## src/rtl/vga_fb_arbiter.sv

```systemverilog
// Framebuffer port arbiter: display fetch ahead of the beam, host writes in free slots.
// Produces a registered 3-bit pixel colour aligned to hpos/vpos.
module vga_fb_arbiter #(
    parameter int H_ACTIVE = 640,
    parameter int V_ACTIVE = 480,
    parameter int H_TOTAL  = 800,
    parameter int V_TOTAL  = 525,
    parameter int COLS     = 160
) (
    input  logic        clk,
    input  logic        reset,
    input  logic        enable,
    input  logic [9:0]  hpos,
    input  logic [9:0]  vpos,
    input  logic        wr_valid,
    input  logic [14:0] wr_addr,
    input  logic [2:0]  wr_data,
    output logic        wr_ready,
    output logic        ram_en,
    output logic        ram_we,
    output logic [14:0] ram_addr,
    output logic [2:0]  ram_wdata,
    input  logic [2:0]  ram_rdata,
    output logic [2:0]  pix_rgb
);

    localparam logic [9:0]  HA     = 10'(H_ACTIVE);
    localparam logic [9:0]  VA     = 10'(V_ACTIVE);
    localparam logic [9:0]  HT     = 10'(H_TOTAL);
    localparam logic [9:0]  VT     = 10'(V_TOTAL);
    localparam logic [14:0] CELLS  = 15'(COLS * (V_ACTIVE / 4));
    // Last in-line fetch slot loads the final column of the row
    localparam logic [9:0]  H_LAST = 10'(H_ACTIVE - 7);

    logic [9:0]  next_line;
    logic        inline_slot;
    logic        pre_slot;
    logic        disp_slot;
    logic [7:0]  fetch_row;
    logic [7:0]  fetch_col;
    logic [14:0] row15;
    logic [14:0] fetch_addr;
    logic        host_go;
    logic        nx_active;

    logic        rd_q, rd_d;
    logic [2:0]  nxt_pix_q, nxt_pix_d;
    logic [2:0]  pix_q, pix_d;

    always_comb begin
        next_line   = (vpos == VT - 10'd1) ? 10'd0 : vpos + 10'd1;
        inline_slot = enable && (vpos < VA) && (hpos[1:0] == 2'd1)
                      && (hpos <= H_LAST);
        pre_slot    = enable && (hpos == HT - 10'd3) && (next_line < VA);
        disp_slot   = ~reset & (inline_slot | pre_slot);
        fetch_row   = pre_slot ? next_line[9:2] : vpos[9:2];
        fetch_col   = pre_slot ? 8'd0 : hpos[9:2] + 8'd1;
        row15       = {7'd0, fetch_row};
        fetch_addr  = (row15 << 7) + (row15 << 5) + {7'd0, fetch_col};
        wr_ready    = ~reset & ~disp_slot;
        host_go     = wr_valid & wr_ready & (wr_addr < CELLS);
    end

    always_comb begin
        ram_en    = 1'b0;
        ram_we    = 1'b0;
        ram_addr  = 15'd0;
        ram_wdata = 3'd0;
        if (disp_slot) begin
            ram_en   = 1'b1;
            ram_addr = fetch_addr;
        end else if (host_go) begin
            ram_en    = 1'b1;
            ram_we    = 1'b1;
            ram_addr  = wr_addr;
            ram_wdata = wr_data;
        end
    end

    // Next beam position decides whether the fetched cell is shown or blanked
    always_comb begin
        if (hpos == HT - 10'd1)
            nx_active = next_line < VA;
        else
            nx_active = (hpos < HA - 10'd1) && (vpos < VA);
        rd_d      = disp_slot;
        nxt_pix_d = rd_q ? ram_rdata : nxt_pix_q;
        pix_d     = pix_q;
        if (hpos[1:0] == 2'd3)
            pix_d = (enable && nx_active) ? nxt_pix_q : 3'd0;
    end

    always_ff @(posedge clk or posedge reset) begin
        if (reset) begin
            rd_q      <= 1'b0;
            nxt_pix_q <= 3'd0;
            pix_q     <= 3'd0;
        end else begin
            rd_q      <= rd_d;
            nxt_pix_q <= nxt_pix_d;
            pix_q     <= pix_d;
        end
    end

    assign pix_rgb = pix_q;

endmodule
```

## config.mk

```make
export PLATFORM = sky130hd
export DESIGN_NAME = vga_fb_arbiter
export DESIGN_NICKNAME = d
export VERILOG_FILES = /design/src/rtl/vga_fb_arbiter.sv
export SDC_FILE = /design/constraint.sdc
export NUM_CORES = 1
export LEC_CHECK = 0
export ABC_AREA = 1
export CORE_AREA = 2 2 80 82
export DETAILED_ROUTE_END_ITERATION = 16
export DIE_AREA = 0 0 82 84
export GPL_ROUTABILITY_DRIVEN = 0
export GPL_TIMING_DRIVEN = 0
export PLACE_DENSITY = 0.63
export SYNTH_ARGS = -nofsm -noshare
export SYNTH_HDL_FRONTEND = slang
export SYNTH_SLANG_ARGS = --single-unit
```

## constraint.sdc

```tcl
create_clock -name clk -period 10.49 [get_ports clk]
set_clock_uncertainty 0.05 [all_clocks]
set_input_delay 1.5735 -clock clk [delete_from_list [all_inputs] [get_ports clk]]
set_output_delay 1.5735 -clock clk [all_outputs]
set_load 0.05 [all_outputs]
```

==> results.md <==
* Die ar. at a little under 0.007 mm²
* Post-CTS Setup Bufs at 0
* Post-route DRC at 0
* Reg2reg end: pix_rgb[0]$_DFFE_PP0N_
* Die Y-Extent at 84 µm
* DRT iter0 DRCs at between 90 and 100
* Worst-Margin Slew at roughly 0.73 ns
* Yosys top cell area share at between 10% and 20%
* Post-synthesis sequential area ratio at 10.3%
* Seq cells post-synth at 7
* Post-Place Cell Area at between 0.002 and 0.0025 mm²
* Number of synthesized flops with an enable pin at 0
* CTS Hold Bufs at 0
* Synthesized instance count at 284
* # resized after CTS at 0
* Leakage power at about 1.2 nW
* Clk_lat worst skew at 0.22 ns
* Starting Density at between 20 and 30%
* Die Wd at around 82 µm
* Asr flop ratio synth at 100%
* Crit Path Class: in2out
* Via density at about 4.6
* Root Buffer: clkbuf_8
* Remaining antenna violation count at 0
* Synth-to-layout area growth at 46.6%
* Slew HR at 51.1%
* Hold WC Path Type: reg2reg
* Commonest non-fill, non-tap cell in the layout: nand2_1
* Vias in the first global route at 1833
* Switch Pwr at between 0.07 and 0.08 mW
* Most frequent cells in the layout: nand2_1 (81), clkdlybuf4s50_1 (65), inv_1 (52)
* Initial antenna violation count at 0
* Mux share of post-synthesis cell area at 0%
* Fin area at approximately 0.0025 mm²
* Maximum number of pins on one net before global-route repair at 17
* CP Capture Type: primary output
* Synth area leader: nand2_1
* Worst path arrival time at approximately 6.0 ns
* Final worst-path cycle share at 73.1%
* WL final at 4760 µm
* R2r setup slk at 9.70 ns
* First-pass GRT wire length at between 7000 and 8000 µm
* Synth warnings at 0
* Overflow after GRT at 0
* TritonCTS clock tree: done
* NumNets Final at around 420
* CP startpoint kind: input pin
* Max VDD drop at ~0.034 mV
* Post-Synth Simple-Gate Area at between 40% and 50%
* DR pass1 iterations at 5
* Share of power burned in registers at between 10% and 20%
* Post-synthesis compound-gate area fraction at roughly an eighth
* Status: finished clean
* CTS max path bufs at 2
* CP startpoint: vpos[3]
* # Max-Cap Violations at 0
* Via count at about 2000
* PD cells at approximately 69 mW/mm²
* Final Max Tran Viols at 0
* Combinational Power Share at between 50% and 60%
* Area share of fa/ha/maj cells after synthesis at 14.9%
* Routed WL per cell at ~11 µm
* Clock power frac at between 20% and 30%
* Total Neg Setup Slack at 0 ns
* FMAX at about 0.13 GHz
* Row count at 29
* CP required at between 8 and 9 ns
* Pint at 0.0996 mW
* ANT cells at 0
* Reg2Reg Depth at 4
* Synth unique cells at 35
* RSZ-0062 raised after global routing: no
* Avg Cell Area, Syn at ~6.0 µm²
* Switch share at 41.7%
* XOR/XNOR Fraction of Synth Area at just over 6%
* Layout cells sized above 1 at approximately 7.6%
* Core footprint at around 0.0061 mm²
* Crit-path max FO at 10
* Main area contributors after synthesis: nand2_1 (18%), ha_1 (13%), inv_1 (11%), dfrtp_1 (10%), nand3_1 (6.5%)
* Total track usage at ~14%
* H-Tree Depth at 1
* Reg clk slew, reported paths at 0.04 ns
* Synth Cell Area at about 0.0017 mm²
* # setup viols final at 0
* Post-synth top flop: dfrtp_1
* Syn nets at around 350
* Largest family of logic cells by synthesized area: simple AND/OR/NAND/NOR gates
* Post-layout minimum cycle time at approximately 7.7 ns
* Clock Sinks at 7
* Port Buffers at 65
* I/O pin count at just under 70
* Setup crit end: ram_addr[12]
* Hpwl dp at 4140 µm
* Fin. Hold Viols at 0
* R2r startpoint: nxt_pix_q[0]$_DFFE_PP0P_
* Num CTS Buffers at 3
==> synthesized netlist by cell type (all sizes together) (2+ instances only) <==
master,count
a21oi,9
a31oi,3
buf,4
clkbuf,2
dfrtp,7
fa,2
ha,17
inv,52
nand2,86
nand3,26
nand4,9
nor2,17
nor3,8
o211ai,2
o21ai,21
o21bai,2
xor2,11
==> sequential cells by signal, indices dropped and copies added, names as in the netlist <==
name	count
nxt_pix_q	3
rd_q	1
pix_rgb	3
==> metal layers <==
metal / up-vias / part of all wire (%) / track usage (%)
met5: - / 0 / 0
met4: 0 / 0.44 / 2.73
met3: 2 / 7.0 / 1.95
met2: 60 / 48 / 24.1
met1: 868 / 45 / 17.7
li1: 1057 / - / -
==> logic make-up after synthesis <==
kind of cell	count (synthesis)
xor+xnor	12
flops	7
compound gates	38
buf+inv	58
fa+ha+maj	19
simple gates	150
==> worst max-delay path, cell delays in order <==
cell and delay [ns]:
clkdlybuf4s50_1 0.54, nand2_2 0.12, nor2_4 0.18, nand2_2 0.07, nand2_1 0.07, nand2_1 0.06
nor2_1 0.13, nand2_2 0.10, nand3_4 0.16, inv_1 0.11, or2_2 0.30, fa_1 0.48
inv_1 0.07, fa_1 0.45, nand3_1 0.10, nand2_1 0.10, a21oi_1 0.15, o21bai_1 0.09
xor2_1 0.16, nand3_1 0.08, o21ai_0 0.10, clkdlybuf4s50_1 0.84
==> area by class of cell <==
type                       count  area (µm²)
timing repair buffer          65         651
buffer                         6        37.5
inverter                      52         195
multi-input combinational    219        1290
clock buffer                   4        45.0
sequential                     7         175
fill                         656        3600
tap                           77        96.3
==> power groups by stage <==
stage / logic, mW / clock network [mW] / registers [mW]
6_report: 0.101 / 0.0371 / 0.0327
5_1_grt: 0.112 / 0.0405 / 0.0332
4_1_cts: 0.102 / 0.0383 / 0.0328
3_5_place_dp: 0.101 / 0 / 0.0331
3_3_place_gp: 0.0998 / 0 / 0.0329
2_1_floorplan: 0.0598 / 0 / 0.0361
==> per-stage QoR <==
step / hold slack (ns) / instances / total power [mW] / setup WS [ns] / utilization, %
after floorplan: 0.441 / 284 / 0.0960 / 4.04 / -
after global placement: 0.416 / 426 / 0.133 / 2.87 / 40.1
final: 0.426 / 430 / 0.171 / 2.82 / 40.9
after CTS: 0.430 / 430 / 0.173 / 2.80 / 40.9
after global routing: 0.462 / 430 / 0.185 / 2.49 / 40.9
after detailed placement: 0.426 / 426 / 0.134 / 2.81 / 40.1
==> worst min path at each step <==
stage	slack [ns]	start	depth (start not counted)	endpoint
finish	0.43	pix_rgb[1]$_DFFE_PP0N_	2	pix_rgb[1]$_DFFE_PP0N_
global route	0.46	pix_rgb[1]$_DFFE_PP0N_	2	pix_rgb[1]$_DFFE_PP0N_
CTS	0.43	pix_rgb[1]$_DFFE_PP0N_	2	pix_rgb[1]$_DFFE_PP0N_
detailed placement	0.43	pix_rgb[1]$_DFFE_PP0N_	2	pix_rgb[1]$_DFFE_PP0N_
global placement	0.42	pix_rgb[2]$_DFFE_PP0N_	2	pix_rgb[2]$_DFFE_PP0N_
floorplan	0.44	nxt_pix_q[0]$_DFFE_PP0P_	2	nxt_pix_q[0]$_DFFE_PP0P_
No activity file was read; power rests on OpenSTA's default activity.
